[src/rtl/pipe_ctrl_pkg.sv]
// Shared definitions for the pipeline controller: opcodes, funct3 values,
// ALU operation codes, FSM state type and the per-stage control bundle.
package pipe_ctrl_pkg;

    localparam logic [6:0] OP_LUI    = 7'b0110111;
    localparam logic [6:0] OP_AUIPC  = 7'b0010111;
    localparam logic [6:0] OP_JAL    = 7'b1101111;
    localparam logic [6:0] OP_JALR   = 7'b1100111;
    localparam logic [6:0] OP_BRANCH = 7'b1100011;
    localparam logic [6:0] OP_LOAD   = 7'b0000011;
    localparam logic [6:0] OP_STORE  = 7'b0100011;
    localparam logic [6:0] OP_IMM    = 7'b0010011;
    localparam logic [6:0] OP_REG    = 7'b0110011;
    localparam logic [6:0] OP_FENCE  = 7'b0001111;
    localparam logic [6:0] OP_SYSTEM = 7'b1110011;

    localparam logic [2:0] F3_BEQ  = 3'b000;
    localparam logic [2:0] F3_BNE  = 3'b001;
    localparam logic [2:0] F3_BLT  = 3'b100;
    localparam logic [2:0] F3_BGE  = 3'b101;
    localparam logic [2:0] F3_BLTU = 3'b110;
    localparam logic [2:0] F3_BGEU = 3'b111;

    localparam logic [2:0] F3_ADD  = 3'b000;
    localparam logic [2:0] F3_SLL  = 3'b001;
    localparam logic [2:0] F3_SLT  = 3'b010;
    localparam logic [2:0] F3_SLTU = 3'b011;
    localparam logic [2:0] F3_XOR  = 3'b100;
    localparam logic [2:0] F3_SR   = 3'b101;
    localparam logic [2:0] F3_OR   = 3'b110;
    localparam logic [2:0] F3_AND  = 3'b111;

    localparam logic [3:0] ALU_ADD  = 4'd0;
    localparam logic [3:0] ALU_SUB  = 4'd1;
    localparam logic [3:0] ALU_SLL  = 4'd2;
    localparam logic [3:0] ALU_SLT  = 4'd3;
    localparam logic [3:0] ALU_SLTU = 4'd4;
    localparam logic [3:0] ALU_XOR  = 4'd5;
    localparam logic [3:0] ALU_SRL  = 4'd6;
    localparam logic [3:0] ALU_SRA  = 4'd7;
    localparam logic [3:0] ALU_OR   = 4'd8;
    localparam logic [3:0] ALU_AND  = 4'd9;
    localparam logic [3:0] ALU_PASS = 4'd10;

    localparam logic [1:0] WB_ALU = 2'b00;
    localparam logic [1:0] WB_PC4 = 2'b01;
    localparam logic [1:0] WB_MEM = 2'b10;

    localparam logic [1:0] PC_SEQ  = 2'b00;
    localparam logic [1:0] PC_BR   = 2'b01;
    localparam logic [1:0] PC_JALR = 2'b10;

    typedef enum logic [1:0] {
        ST_RUN   = 2'd0,
        ST_STALL = 2'd1,
        ST_HALT  = 2'd2
    } state_t;

    // One instruction's worth of control, carried ID/EX -> EX/MEM -> MEM/WB.
    // rd is only non-zero when the instruction really writes the register file.
    typedef struct packed {
        logic [3:0] alufn;
        logic       alusrc;
        logic       asel_pc;
        logic       mem_read;
        logic       mem_write;
        logic [2:0] funct3;
        logic       regwrite;
        logic [1:0] wb_src;
        logic [4:0] rd;
        logic       is_branch;
        logic       is_jal;
        logic       is_jalr;
        logic       is_system;
    } ctrl_t;

    localparam ctrl_t CTRL_BUBBLE = '0;

    // Branch condition from the SUB flags; cf=1 means no borrow.
    function automatic logic branch_taken(input logic [2:0] f3, input logic cf,
                                          input logic zf, input logic vf, input logic sf);
        case (f3)
            F3_BEQ:  return zf;
            F3_BNE:  return !zf;
            F3_BLT:  return sf != vf;
            F3_BGE:  return sf == vf;
            F3_BLTU: return !cf;
            F3_BGEU: return cf;
            default: return 1'b0;
        endcase
    endfunction

endpackage

[src/rtl/pipe_ctrl_if.sv]
// Bundle between the datapath (master) and the pipeline controller (slave).
interface pipe_ctrl_if #(
    parameter int ALUFN_W = 4
);
    logic [31:0]        id_ir;
    logic               id_valid;
    logic               ex_cf;
    logic               ex_zf;
    logic               ex_vf;
    logic               ex_sf;
    logic [ALUFN_W-1:0] ex_alufn;
    logic               ex_alusrc;
    logic               ex_asel_pc;
    logic               mem_read;
    logic               mem_write;
    logic [2:0]         mem_size;
    logic               wb_regwrite;
    logic [1:0]         wb_src;
    logic [4:0]         wb_rd;
    logic [1:0]         pc_sel;
    logic               stall;
    logic               flush;
    logic               halted;

    modport master (
        output id_ir, id_valid, ex_cf, ex_zf, ex_vf, ex_sf,
        input  ex_alufn, ex_alusrc, ex_asel_pc, mem_read, mem_write, mem_size,
        input  wb_regwrite, wb_src, wb_rd, pc_sel, stall, flush, halted
    );

    modport slave (
        input  id_ir, id_valid, ex_cf, ex_zf, ex_vf, ex_sf,
        output ex_alufn, ex_alusrc, ex_asel_pc, mem_read, mem_write, mem_size,
        output wb_regwrite, wb_src, wb_rd, pc_sel, stall, flush, halted
    );
endinterface

[src/rtl/pipe_ctrl_decode.sv]
// Purely combinational RV32I decode of the instruction in ID into a control
// bundle, plus which source registers it actually reads.
module ctrl_decode
    import pipe_ctrl_pkg::*;
#(
    parameter bit HALT_ON_SYSTEM = 1'b1
) (
    input  logic [31:0]     ir,
    output ctrl_t           ctrl,
    output logic            known,
    output logic [1:0]      uses_rs,
    output logic [1:0][4:0] rs_idx
);
    logic [6:0] opcode;
    logic [2:0] f3;
    logic [4:0] rd;
    logic       alt;
    logic       writes;
    logic       unused_bits;

    assign opcode      = ir[6:0];
    assign rd          = ir[11:7];
    assign f3          = ir[14:12];
    assign alt         = ir[30];
    assign rs_idx[0]   = ir[19:15];
    assign rs_idx[1]   = ir[24:20];
    assign unused_bits = ^{ir[31], ir[29:25]};

    // SUB only exists in R-type; SRA/SRAI share the funct7[5] select.
    function automatic logic [3:0] arith_fn(input logic [2:0] f, input logic a, input logic is_reg);
        case (f)
            F3_ADD:  return (is_reg && a) ? ALU_SUB : ALU_ADD;
            F3_SLL:  return ALU_SLL;
            F3_SLT:  return ALU_SLT;
            F3_SLTU: return ALU_SLTU;
            F3_XOR:  return ALU_XOR;
            F3_SR:   return a ? ALU_SRA : ALU_SRL;
            F3_OR:   return ALU_OR;
            default: return ALU_AND;
        endcase
    endfunction

    // Opcode decode; uses_rs bit 0 is rs1, bit 1 is rs2.
    always_comb begin
        ctrl    = CTRL_BUBBLE;
        known   = 1'b1;
        writes  = 1'b0;
        uses_rs = 2'b00;
        case (opcode)
            OP_LUI: begin
                ctrl.alufn  = ALU_PASS;
                ctrl.alusrc = 1'b1;
                writes      = 1'b1;
            end
            OP_AUIPC: begin
                ctrl.alufn   = ALU_ADD;
                ctrl.alusrc  = 1'b1;
                ctrl.asel_pc = 1'b1;
                writes       = 1'b1;
            end
            OP_JAL: begin
                ctrl.is_jal = 1'b1;
                ctrl.wb_src = WB_PC4;
                writes      = 1'b1;
            end
            OP_JALR: begin
                ctrl.is_jalr = 1'b1;
                ctrl.alusrc  = 1'b1;
                ctrl.wb_src  = WB_PC4;
                writes       = 1'b1;
                uses_rs      = 2'b01;
            end
            OP_BRANCH: begin
                ctrl.alufn     = ALU_SUB;
                ctrl.is_branch = 1'b1;
                ctrl.funct3    = f3;
                uses_rs        = 2'b11;
            end
            OP_LOAD: begin
                ctrl.alusrc   = 1'b1;
                ctrl.mem_read = 1'b1;
                ctrl.funct3   = f3;
                ctrl.wb_src   = WB_MEM;
                writes        = 1'b1;
                uses_rs       = 2'b01;
            end
            OP_STORE: begin
                ctrl.alusrc    = 1'b1;
                ctrl.mem_write = 1'b1;
                ctrl.funct3    = f3;
                uses_rs        = 2'b11;
            end
            OP_IMM: begin
                ctrl.alufn  = arith_fn(f3, alt, 1'b0);
                ctrl.alusrc = 1'b1;
                writes      = 1'b1;
                uses_rs     = 2'b01;
            end
            OP_REG: begin
                ctrl.alufn = arith_fn(f3, alt, 1'b1);
                writes     = 1'b1;
                uses_rs    = 2'b11;
            end
            OP_FENCE, OP_SYSTEM: begin
                ctrl.is_system = HALT_ON_SYSTEM;
            end
            default: known = 1'b0;
        endcase
        ctrl.regwrite = writes && (rd != 5'd0);
        ctrl.rd       = ctrl.regwrite ? rd : 5'd0;
    end
endmodule

[src/rtl/pipe_ctrl.sv]
// Pipeline controller: ID/EX, EX/MEM, MEM/WB control registers, load-use and
// control-flow hazard handling, and the RUN/STALL/HALT state machine.
module pipe_ctrl
    import pipe_ctrl_pkg::*;
#(
    parameter int ALUFN_W        = 4,
    parameter bit HALT_ON_SYSTEM = 1'b1
) (
    input  logic      clk,
    input  logic      rst_n,
    pipe_ctrl_if.slave bus
);
    localparam int NSTAGE = 3;

    ctrl_t           stage_reg [NSTAGE];
    ctrl_t           idex_next;
    ctrl_t           ex_c, mem_c, wb_c;
    state_t          state_reg, state_next;
    ctrl_t           dec_ctrl;
    logic            dec_known;
    logic [1:0]      dec_uses_rs;
    logic [1:0][4:0] dec_rs_idx;
    logic [1:0]      rs_hit;
    logic            br_taken, redirect_pc, redirect_reg, flush_c;
    logic            load_use, halt_req, stall_c, bubble_c;
    logic            unused_ctrl;

    ctrl_decode #(.HALT_ON_SYSTEM(HALT_ON_SYSTEM)) u_decode (
        .ir      (bus.id_ir),
        .ctrl    (dec_ctrl),
        .known   (dec_known),
        .uses_rs (dec_uses_rs),
        .rs_idx  (dec_rs_idx)
    );

    assign ex_c        = stage_reg[0];
    assign mem_c       = stage_reg[1];
    assign wb_c        = stage_reg[2];
    assign unused_ctrl = ^{mem_c, wb_c};

    genvar gi;
    generate
        for (gi = 0; gi < 2; gi++) begin : g_rs_hit
            assign rs_hit[gi] = dec_uses_rs[gi] && (dec_rs_idx[gi] == ex_c.rd);
        end
    endgenerate

    // A load in EX with a real rd whose value the ID instruction needs.
    assign load_use = ex_c.mem_read && (ex_c.rd != 5'd0) && bus.id_valid && (|rs_hit);

    // Branch/jump resolution in EX straight off this cycle's ALU flags.
    assign br_taken     = ex_c.is_branch &&
                          branch_taken(ex_c.funct3, bus.ex_cf, bus.ex_zf, bus.ex_vf, bus.ex_sf);
    assign redirect_pc  = ex_c.is_jal || br_taken;
    assign redirect_reg = ex_c.is_jalr;
    assign flush_c      = redirect_pc || redirect_reg;
    assign halt_req     = ex_c.is_system;

    // Next state and hazard outputs; flush wins over a same-cycle load-use.
    always_comb begin
        state_next = state_reg;
        stall_c    = 1'b0;
        case (state_reg)
            ST_RUN: begin
                if (flush_c) begin
                    state_next = ST_RUN;
                end else if (load_use) begin
                    state_next = ST_STALL;
                    stall_c    = 1'b1;
                end else if (halt_req) begin
                    state_next = ST_HALT;
                end
            end
            ST_STALL: state_next = ST_RUN;
            ST_HALT:  stall_c    = 1'b1;
            default:  state_next = ST_RUN;
        endcase
        // Nothing behind a halting instruction is allowed to issue.
        bubble_c  = !bus.id_valid || !dec_known || stall_c || flush_c || halt_req ||
                    (state_reg == ST_HALT);
        idex_next = bubble_c ? CTRL_BUBBLE : dec_ctrl;
    end

    // FSM state register.
    always_ff @(posedge clk or negedge rst_n) begin
        if (!rst_n) state_reg <= ST_RUN;
        else        state_reg <= state_next;
    end

    // Control bundle advances one stage per cycle.
    always_ff @(posedge clk or negedge rst_n) begin
        if (!rst_n) begin
            for (int i = 0; i < NSTAGE; i++) stage_reg[i] <= CTRL_BUBBLE;
        end else begin
            stage_reg[0] <= idex_next;
            for (int i = 1; i < NSTAGE; i++) stage_reg[i] <= stage_reg[i-1];
        end
    end

    assign bus.ex_alufn    = ALUFN_W'(ex_c.alufn);
    assign bus.ex_alusrc   = ex_c.alusrc;
    assign bus.ex_asel_pc  = ex_c.asel_pc;
    assign bus.mem_read    = mem_c.mem_read;
    assign bus.mem_write   = mem_c.mem_write;
    assign bus.mem_size    = (mem_c.mem_read || mem_c.mem_write) ? mem_c.funct3 : 3'd0;
    assign bus.wb_regwrite = wb_c.regwrite;
    assign bus.wb_src      = wb_c.wb_src;
    assign bus.wb_rd       = wb_c.rd;
    assign bus.pc_sel      = redirect_reg ? PC_JALR : (redirect_pc ? PC_BR : PC_SEQ);
    assign bus.flush       = flush_c;
    assign bus.stall       = stall_c;
    assign bus.halted      = (state_reg == ST_HALT);
endmodule

[src/flat_wrapper.sv]
// flat-port wrapper written by rule: the top's interface ports become plain ports
module pipe_ctrl_flat import pipe_ctrl_pkg::*;
#(
    parameter int ALUFN_W        = 4,
    parameter bit HALT_ON_SYSTEM = 1'b1
)
  (clk, rst_n, bus_id_ir, bus_id_valid, bus_ex_cf, bus_ex_zf, bus_ex_vf, bus_ex_sf, bus_ex_alufn, bus_ex_alusrc, bus_ex_asel_pc, bus_mem_read, bus_mem_write, bus_mem_size, bus_wb_regwrite, bus_wb_src, bus_wb_rd, bus_pc_sel, bus_stall, bus_flush, bus_halted);
  pipe_ctrl_if #(.ALUFN_W(ALUFN_W)) bus_i ();
  input  logic clk;
  input  logic rst_n;
  input wire logic [$bits(bus_i.id_ir)-1:0] bus_id_ir;
  input wire logic [$bits(bus_i.id_valid)-1:0] bus_id_valid;
  input wire logic [$bits(bus_i.ex_cf)-1:0] bus_ex_cf;
  input wire logic [$bits(bus_i.ex_zf)-1:0] bus_ex_zf;
  input wire logic [$bits(bus_i.ex_vf)-1:0] bus_ex_vf;
  input wire logic [$bits(bus_i.ex_sf)-1:0] bus_ex_sf;
  output wire logic [$bits(bus_i.ex_alufn)-1:0] bus_ex_alufn;
  output wire logic [$bits(bus_i.ex_alusrc)-1:0] bus_ex_alusrc;
  output wire logic [$bits(bus_i.ex_asel_pc)-1:0] bus_ex_asel_pc;
  output wire logic [$bits(bus_i.mem_read)-1:0] bus_mem_read;
  output wire logic [$bits(bus_i.mem_write)-1:0] bus_mem_write;
  output wire logic [$bits(bus_i.mem_size)-1:0] bus_mem_size;
  output wire logic [$bits(bus_i.wb_regwrite)-1:0] bus_wb_regwrite;
  output wire logic [$bits(bus_i.wb_src)-1:0] bus_wb_src;
  output wire logic [$bits(bus_i.wb_rd)-1:0] bus_wb_rd;
  output wire logic [$bits(bus_i.pc_sel)-1:0] bus_pc_sel;
  output wire logic [$bits(bus_i.stall)-1:0] bus_stall;
  output wire logic [$bits(bus_i.flush)-1:0] bus_flush;
  output wire logic [$bits(bus_i.halted)-1:0] bus_halted;
  assign bus_i.id_ir = bus_id_ir;
  assign bus_i.id_valid = bus_id_valid;
  assign bus_i.ex_cf = bus_ex_cf;
  assign bus_i.ex_zf = bus_ex_zf;
  assign bus_i.ex_vf = bus_ex_vf;
  assign bus_i.ex_sf = bus_ex_sf;
  assign bus_ex_alufn = bus_i.ex_alufn;
  assign bus_ex_alusrc = bus_i.ex_alusrc;
  assign bus_ex_asel_pc = bus_i.ex_asel_pc;
  assign bus_mem_read = bus_i.mem_read;
  assign bus_mem_write = bus_i.mem_write;
  assign bus_mem_size = bus_i.mem_size;
  assign bus_wb_regwrite = bus_i.wb_regwrite;
  assign bus_wb_src = bus_i.wb_src;
  assign bus_wb_rd = bus_i.wb_rd;
  assign bus_pc_sel = bus_i.pc_sel;
  assign bus_stall = bus_i.stall;
  assign bus_flush = bus_i.flush;
  assign bus_halted = bus_i.halted;
  pipe_ctrl #(.ALUFN_W(ALUFN_W), .HALT_ON_SYSTEM(HALT_ON_SYSTEM)) u_core (.clk(clk), .rst_n(rst_n), .bus(bus_i));
endmodule
[config.mk]
export PLATFORM = sky130hd
export DESIGN_NAME = pipe_ctrl_flat
export DESIGN_NICKNAME = d
export VERILOG_FILES = /design/src/rtl/pipe_ctrl_pkg.sv /design/src/rtl/pipe_ctrl_if.sv /design/src/rtl/pipe_ctrl_decode.sv /design/src/rtl/pipe_ctrl.sv /design/src/flat_wrapper.sv
export SDC_FILE = /design/constraint.sdc
export NUM_CORES = 1
export LEC_CHECK = 0
export CAP_MARGIN = 20
export CORE_MARGIN = 3
export CORE_UTILIZATION = 40
export CTS_CLUSTER_SIZE = 16
export DETAILED_ROUTE_END_ITERATION = 7
export PLACE_DENSITY = 0.79
export SYNTH_ARGS = -nofsm -noshare
export SYNTH_HDL_FRONTEND = slang
export SYNTH_SLANG_ARGS = --single-unit
[constraint.sdc]
create_clock -name clk -period 2.5 [get_ports clk]
set_input_delay 0.25 -clock clk [delete_from_list [all_inputs] [get_ports clk]]
set_output_delay 0.25 -clock clk [all_outputs]
set_load 0.005 [all_outputs]
---- After elaboration in Yosys (flattened, before gate mapping) ----
Index checks and enable logic that the tools add are counted.
word-level totals
  register bits ........................... 46
  output and inout port bits .............. 24
cells by class
  equality and inequality tests ........... 28
  multiplexer cells ....................... 31
  bitwise logic cells ..................... 1
  reductions and logical operators ........ 34
operators with widths
  cell                  number
  $pmux W4 S7           2
  $eq A7 B7 Y1 const B  4
  $mux W23              1
  $eq A3 B3 Y1 const B  7
  $eq A7 B6 Y1 const B  3
  $pmux W4 S4           1
  $mux W1               15
  $eq A7 B5 Y1 const B  2
  $pmux W2 S2           3
  $reduce_or A11 Y1     1
  $eq A5 B5 Y1          2
  $reduce_bool A5 Y1    2
  $reduce_or A3 Y1      3
  $logic_or A1 B1 Y1    8
  $mux W2               4
  $eq A7 B2 Y1 const B  1
  $eq A7 B4 Y1 const B  1
  $logic_and A1 B1 Y1   7
  $reduce_or A7 Y1      1
  $eq A3 B1 Y1 const B  2
  $eq A3 B2 Y1 const B  2
  $logic_not A3 Y1      2
  $mux W3               2
  $pmux W1 S6           1
  other kinds (12)      17

---- Depth between registers and ports, before layout ----
  word-level depth ........................ 14
  gate-level depth with buffers ........... 7
  mapped depth without buffers ............ 5

---- Hierarchy ----
A second synthesis with hierarchy kept.
unflattened totals
  cell total of the unflattened synthesis .. 206
  area, all modules ....................... 2204.6 um^2
modules (own cells, without submodules)
  module       instances  cells each  area an instance (um^2)
  pipe_ctrl    1          122         1674.1
  ctrl_decode  1          84          530.5

---- Least setup slack after synthesis ----
Ideal clock, no wire load.
  path type ............................... input to output
  start ................................... in bus_id_ir[2]
  end ..................................... out bus_stall
  data arrival time ....................... 1.736 ns
  setup slack ............................. 0.514 ns
  stages on the path ...................... 6
  buffers on the path ..................... 1
  cell sequence ........................... buf_6 > and4bb_2 > nand3_1 > or4_4 > a2111oi_4 > or2_2
on the way
  cells in the longest elaborated chain, start to end .. 9
  elaborated cells on any way between the ends .. 16
ends and longest elaborated chain
  item                                  RTL line                text
  from (decl)                           flat_wrapper.sv:11      input wire logic [$bits(bus_i.id_ir)-1:0] bus_id_ir;
  $eq A7 B6 Y1 (tied with other cells)  pipe_ctrl_decode.sv:49  case (opcode)
  $reduce_or A3 Y1 (no source line)     --
  $pmux W2 S2 *                         pipe_ctrl_decode.sv:49
  $logic_and A1 B1 Y1                   pipe_ctrl.sv:44         assign rs_hit[gi] = dec_uses_rs[gi] && (dec_rs_idx[gi] == ex_c.rd);
  $reduce_or A2 Y1 *                    pipe_ctrl.sv:49         assign load_use = ex_c.mem_read && (ex_c.rd != 5'd0) && bus.id_valid && (|rs_hit);
  $logic_and A1 B1 Y1 *                 pipe_ctrl.sv:49
  $mux W1 *                             pipe_ctrl.sv:67         end else if (load_use) begin
  $mux W1 *                             pipe_ctrl.sv:65         if (flush_c) begin
  $pmux W1 S2 *                         pipe_ctrl.sv:63         case (state_reg)
  to (decl)                             flat_wrapper.sv:27      output wire logic [$bits(bus_i.stall)-1:0] bus_stall;
Mark *: on every way between the ends. The rest lies on a longest branch, timed or not.

---- Worst setup path after layout ----
  start ................................... reg u_core.stage_reg (netlist bit u_core.ex_c[7])
  end ..................................... out bus_stall
on the way
  cells in the longest elaborated chain, start to end .. 7
  elaborated cells on any way between the ends .. 12
ends and longest elaborated chain
  item                                                            RTL line                          text
  from (decl)                                                     pipe_ctrl.sv:15                   ctrl_t stage_reg [NSTAGE];
  $eq A5 B5 Y1 / $reduce_bool A5 Y1 (equally long branches)       pipe_ctrl.sv:44, pipe_ctrl.sv:49
  $logic_and A1 B1 Y1 (on tied branches)                          pipe_ctrl.sv:44, pipe_ctrl.sv:49
  $reduce_or A2 Y1 / $logic_and A1 B1 Y1 (equally long branches)  pipe_ctrl.sv:49
  $logic_and A1 B1 Y1 *                                           pipe_ctrl.sv:49
  $mux W1 *                                                       pipe_ctrl.sv:67
  $mux W1 *                                                       pipe_ctrl.sv:65
  $pmux W1 S2 *                                                   pipe_ctrl.sv:63
Marked as above.

==> results.md <==
* Buf+Inv Stages, Crit Path at 1
* Initial antenna violation count at 0
* Leak Pwr at between 1 and 1.5 nW
* Max Slew Vio Count at 0
* CTS tree: yes
* Status: finished, final reports clean
* Number of H-tree levels at 2
* Final hold viol count at 0
* # port buffers at 56
* Final period util at a little over nine tenths
* Post-synthesis sequential area ratio at about 56%
* Setup Crit Path Kind: flip-flop to primary output
* Share of layout cells above drive strength 1 at about a fifth
* Starting Density at 43.4%
* Synth cell count leaders: 44 x dfrtp_1, 20 x nor3_1, 11 x nand2_1
* Worst slack, placed at -0.291 ns
* Total die area at just under 6000 sq um
* Syn Area/Cell at 11.2 sq um
* Hold_ws at 0.0777 ns
* Power per Cell Area at slightly below 500 nW/um^2
* Crit path largest cell delay at approximately 0.51 ns
* CTS clk-pin slew, worst paths at roughly 0.080 ns
* CP Launch Point: u_core.ex_c[7]$_DFF_PN0_
* Maximum vdd drop at between 200 and 300 uV
* Synth Warn # at 0
* Actual slew at the worst max-slew pin at just over 0.9 ns
* Num CTS Buffers at 5
* Initial DRC Count at 82
* Ports at 63
* Filler instances at 366
* DR WL/cell at about 15 um
* Min Clock Period, post-route at roughly 2.4 ns
* Post-synthesis cell count at ~180
* Residual DRC at 0
* CP top delay family: simple AND/OR/NAND/NOR gates
* Area growth syn-to-layout at 45.8%
* Post-DR vias/cell at just over 5
* Min-delay worst type: primary input to asynchronous set/reset pin
* Unrepaired setup endpoints after global routing: no
* Register bit total from synthesis at 44
* Critical path data required time at ~2.3 ns
* DRT antenna net count at 0
* GP Congestion at 0.871
* Worst path slowest cell: or4_4
* CP endpoint kind: primary output
* Max Cap Viol at 0
* Worst path cell trace: xnor2_1 > nand3_1 > or4_4 > a2111oi_4 > or2_4 > buf_6
* Sequential standard cell area at 1100 sq um
* Worst-path fanout max at 4
* Synth area leaders: dfrtp_1 56%, nor3_1 5.0%, xor2_1 2.6%
* Syn Std Cell Area at between 1500 and 2000 sq um
* Max reg flops at 14
* Setup violations, final at 0
* First-pass GRT wire length at roughly 8.1 mm
* # rows at 24
* Post-synth EDFFs at 0
* Setup Skew at about 0.0084 ns
* Count leader, synth: dfrtp_1
* Fin nets at roughly 290
* Final wirelength at between 4 and 5 mm
* Worst r2r src: u_core.ex_c[7]$_DFF_PN0_
* WP data arrival at between 2 and 2.5 ns
* Pin count of the biggest net entering global routing at 45
* Fin util at approximately 63%
* Slew HR at 38.2%
* Antenna diodes at 0
* Fmax at approximately 420 MHz
* Post-synth ARST share at 100%
* GRT Total Usage at around 17%
* Number of global-route vias before repair at approximately 1700
* Core area at about 4600 sq um
* Largest area contributor in the netlist: dfrtp_1
* Design Power at between 1 and 1.5 mW
* Top FF cell, synth: dfrtp_1
* Worst skew pair latency at roughly 0.3 ns
* Area of the multi-input gates at between 800 and 900 sq um
* Dpl hpwl at 3.43 mm
* Syn_nets at around 220
* Pre-antenna DRT Iters at 4
* Clock sink total at 44
* Post-synthesis cell type count at 43
* Width of the die at about 76 um
* Via count at approximately 1700
* DIE HEIGHT at between 70 and 80 um
* Worst Setup Start Kind: flip-flop
* Clock root buffer: clkbuf_8
* Worst Setup Slack, final at 0.111 ns
* Longest Clk Path Bufs at 2
* Grt total ovfl at 0
* Top-area cell type share of the netlist area at 55.5%
## worst reg2reg max path, stage by stage, from the launching register on
cell       delay, ns
dfrtp_1         0.45
or4_1           0.53
o211ai_1        0.33
a2111oi_4       0.10
buf_4           0.15
buf_4           0.20
nor4_1          0.37
## power by group
part | switching, mW | internal [mW]
combinational | 0.0625 | 0.0732
sequential | 0 | 0.711
clock | 0.243 | 0.327
total | 0.305 | 1.11
## placed cells by master (no fill, tap or decap), types with 2 or more instances in the layout
master            n
a21oi_1           5
o21ai_0           4
clkbuf_8          6
or4_1             2
nand2b_1          8
xor2_1            6
nor4_1            4
a211oi_1          2
o41ai_1           2
nor2b_1           3
nand2_1          11
nor2_1            9
buf_4            26
nand3_1           8
nand4_1           3
dlygate4sd2_1     2
inv_1             4
o211ai_1          3
nor3_1           19
xnor2_1           4
clkdlybuf4s50_1  51
dfrtp_1          43
## area by class of cell
type                       instances  share of cell area, %
sequential                        44                   38.1
multi-input combinational        117                   28.2
timing repair buffer              82                   26.0
clock buffer                       6                   2.86
tap                               65                   2.81
clock inverter                     2                   1.34
inverter                           5                  0.649
## path summary, 6_finish.rpt
path	end	slack, ns	depth (start not counted)
worst min register to register	u_core.bus.wb_src[0]$_DFF_PN0_	0.35	0
max in group asynchronous	u_core.ex_c[13]$_DFF_PN0_	1.78	1
worst min-delay path	u_core.mem_c[11]$_DFF_PN0_	0.08	1
worst max-delay path	bus_stall	0.11	6
worst max register to register	u_core.ex_c[15]$_DFF_PN0_	0.24	6
min in group clk	u_core.bus.wb_src[0]$_DFF_PN0_	0.35	0
## metal layers
metal	track usage (%)	wire, um	vias up
met2	27.9	2390	55
met3	3.55	248	8
met5	0	0	-
met4	8.33	99	0
met1	22.3	2000	809
li1	-	-	784
## cell families (layout without fill, tap and decap cells)
group           Yosys count  after routing  share of synthesized area [%]
simple gates             80             80                           22.5
buf+inv                  16             95                           5.30
compound gates           26             26                           11.1
xor+xnor                 11             11                           5.61
flops                    44             44                           55.5
## through the flow
step | cell area (sq um) | TNS [ns] | instances
after CTS | 2840 | 0 | 319
after global placement | 2700 | -0.279 | 309
after detailed placement | 2700 | -0.309 | 309
final | 2890 | 0 | 321
after floorplan | 1980 | 0 | 177
after global routing | 2890 | 0 | 321
## what timing repair did
action,in CTS,in global routing
pin swaps,6,7
hold buffers,0,0
buffers inserted,2,2
gates resized for setup,9,7
setup endpoints to repair,2,3
Power figures use the tool's default switching activity.
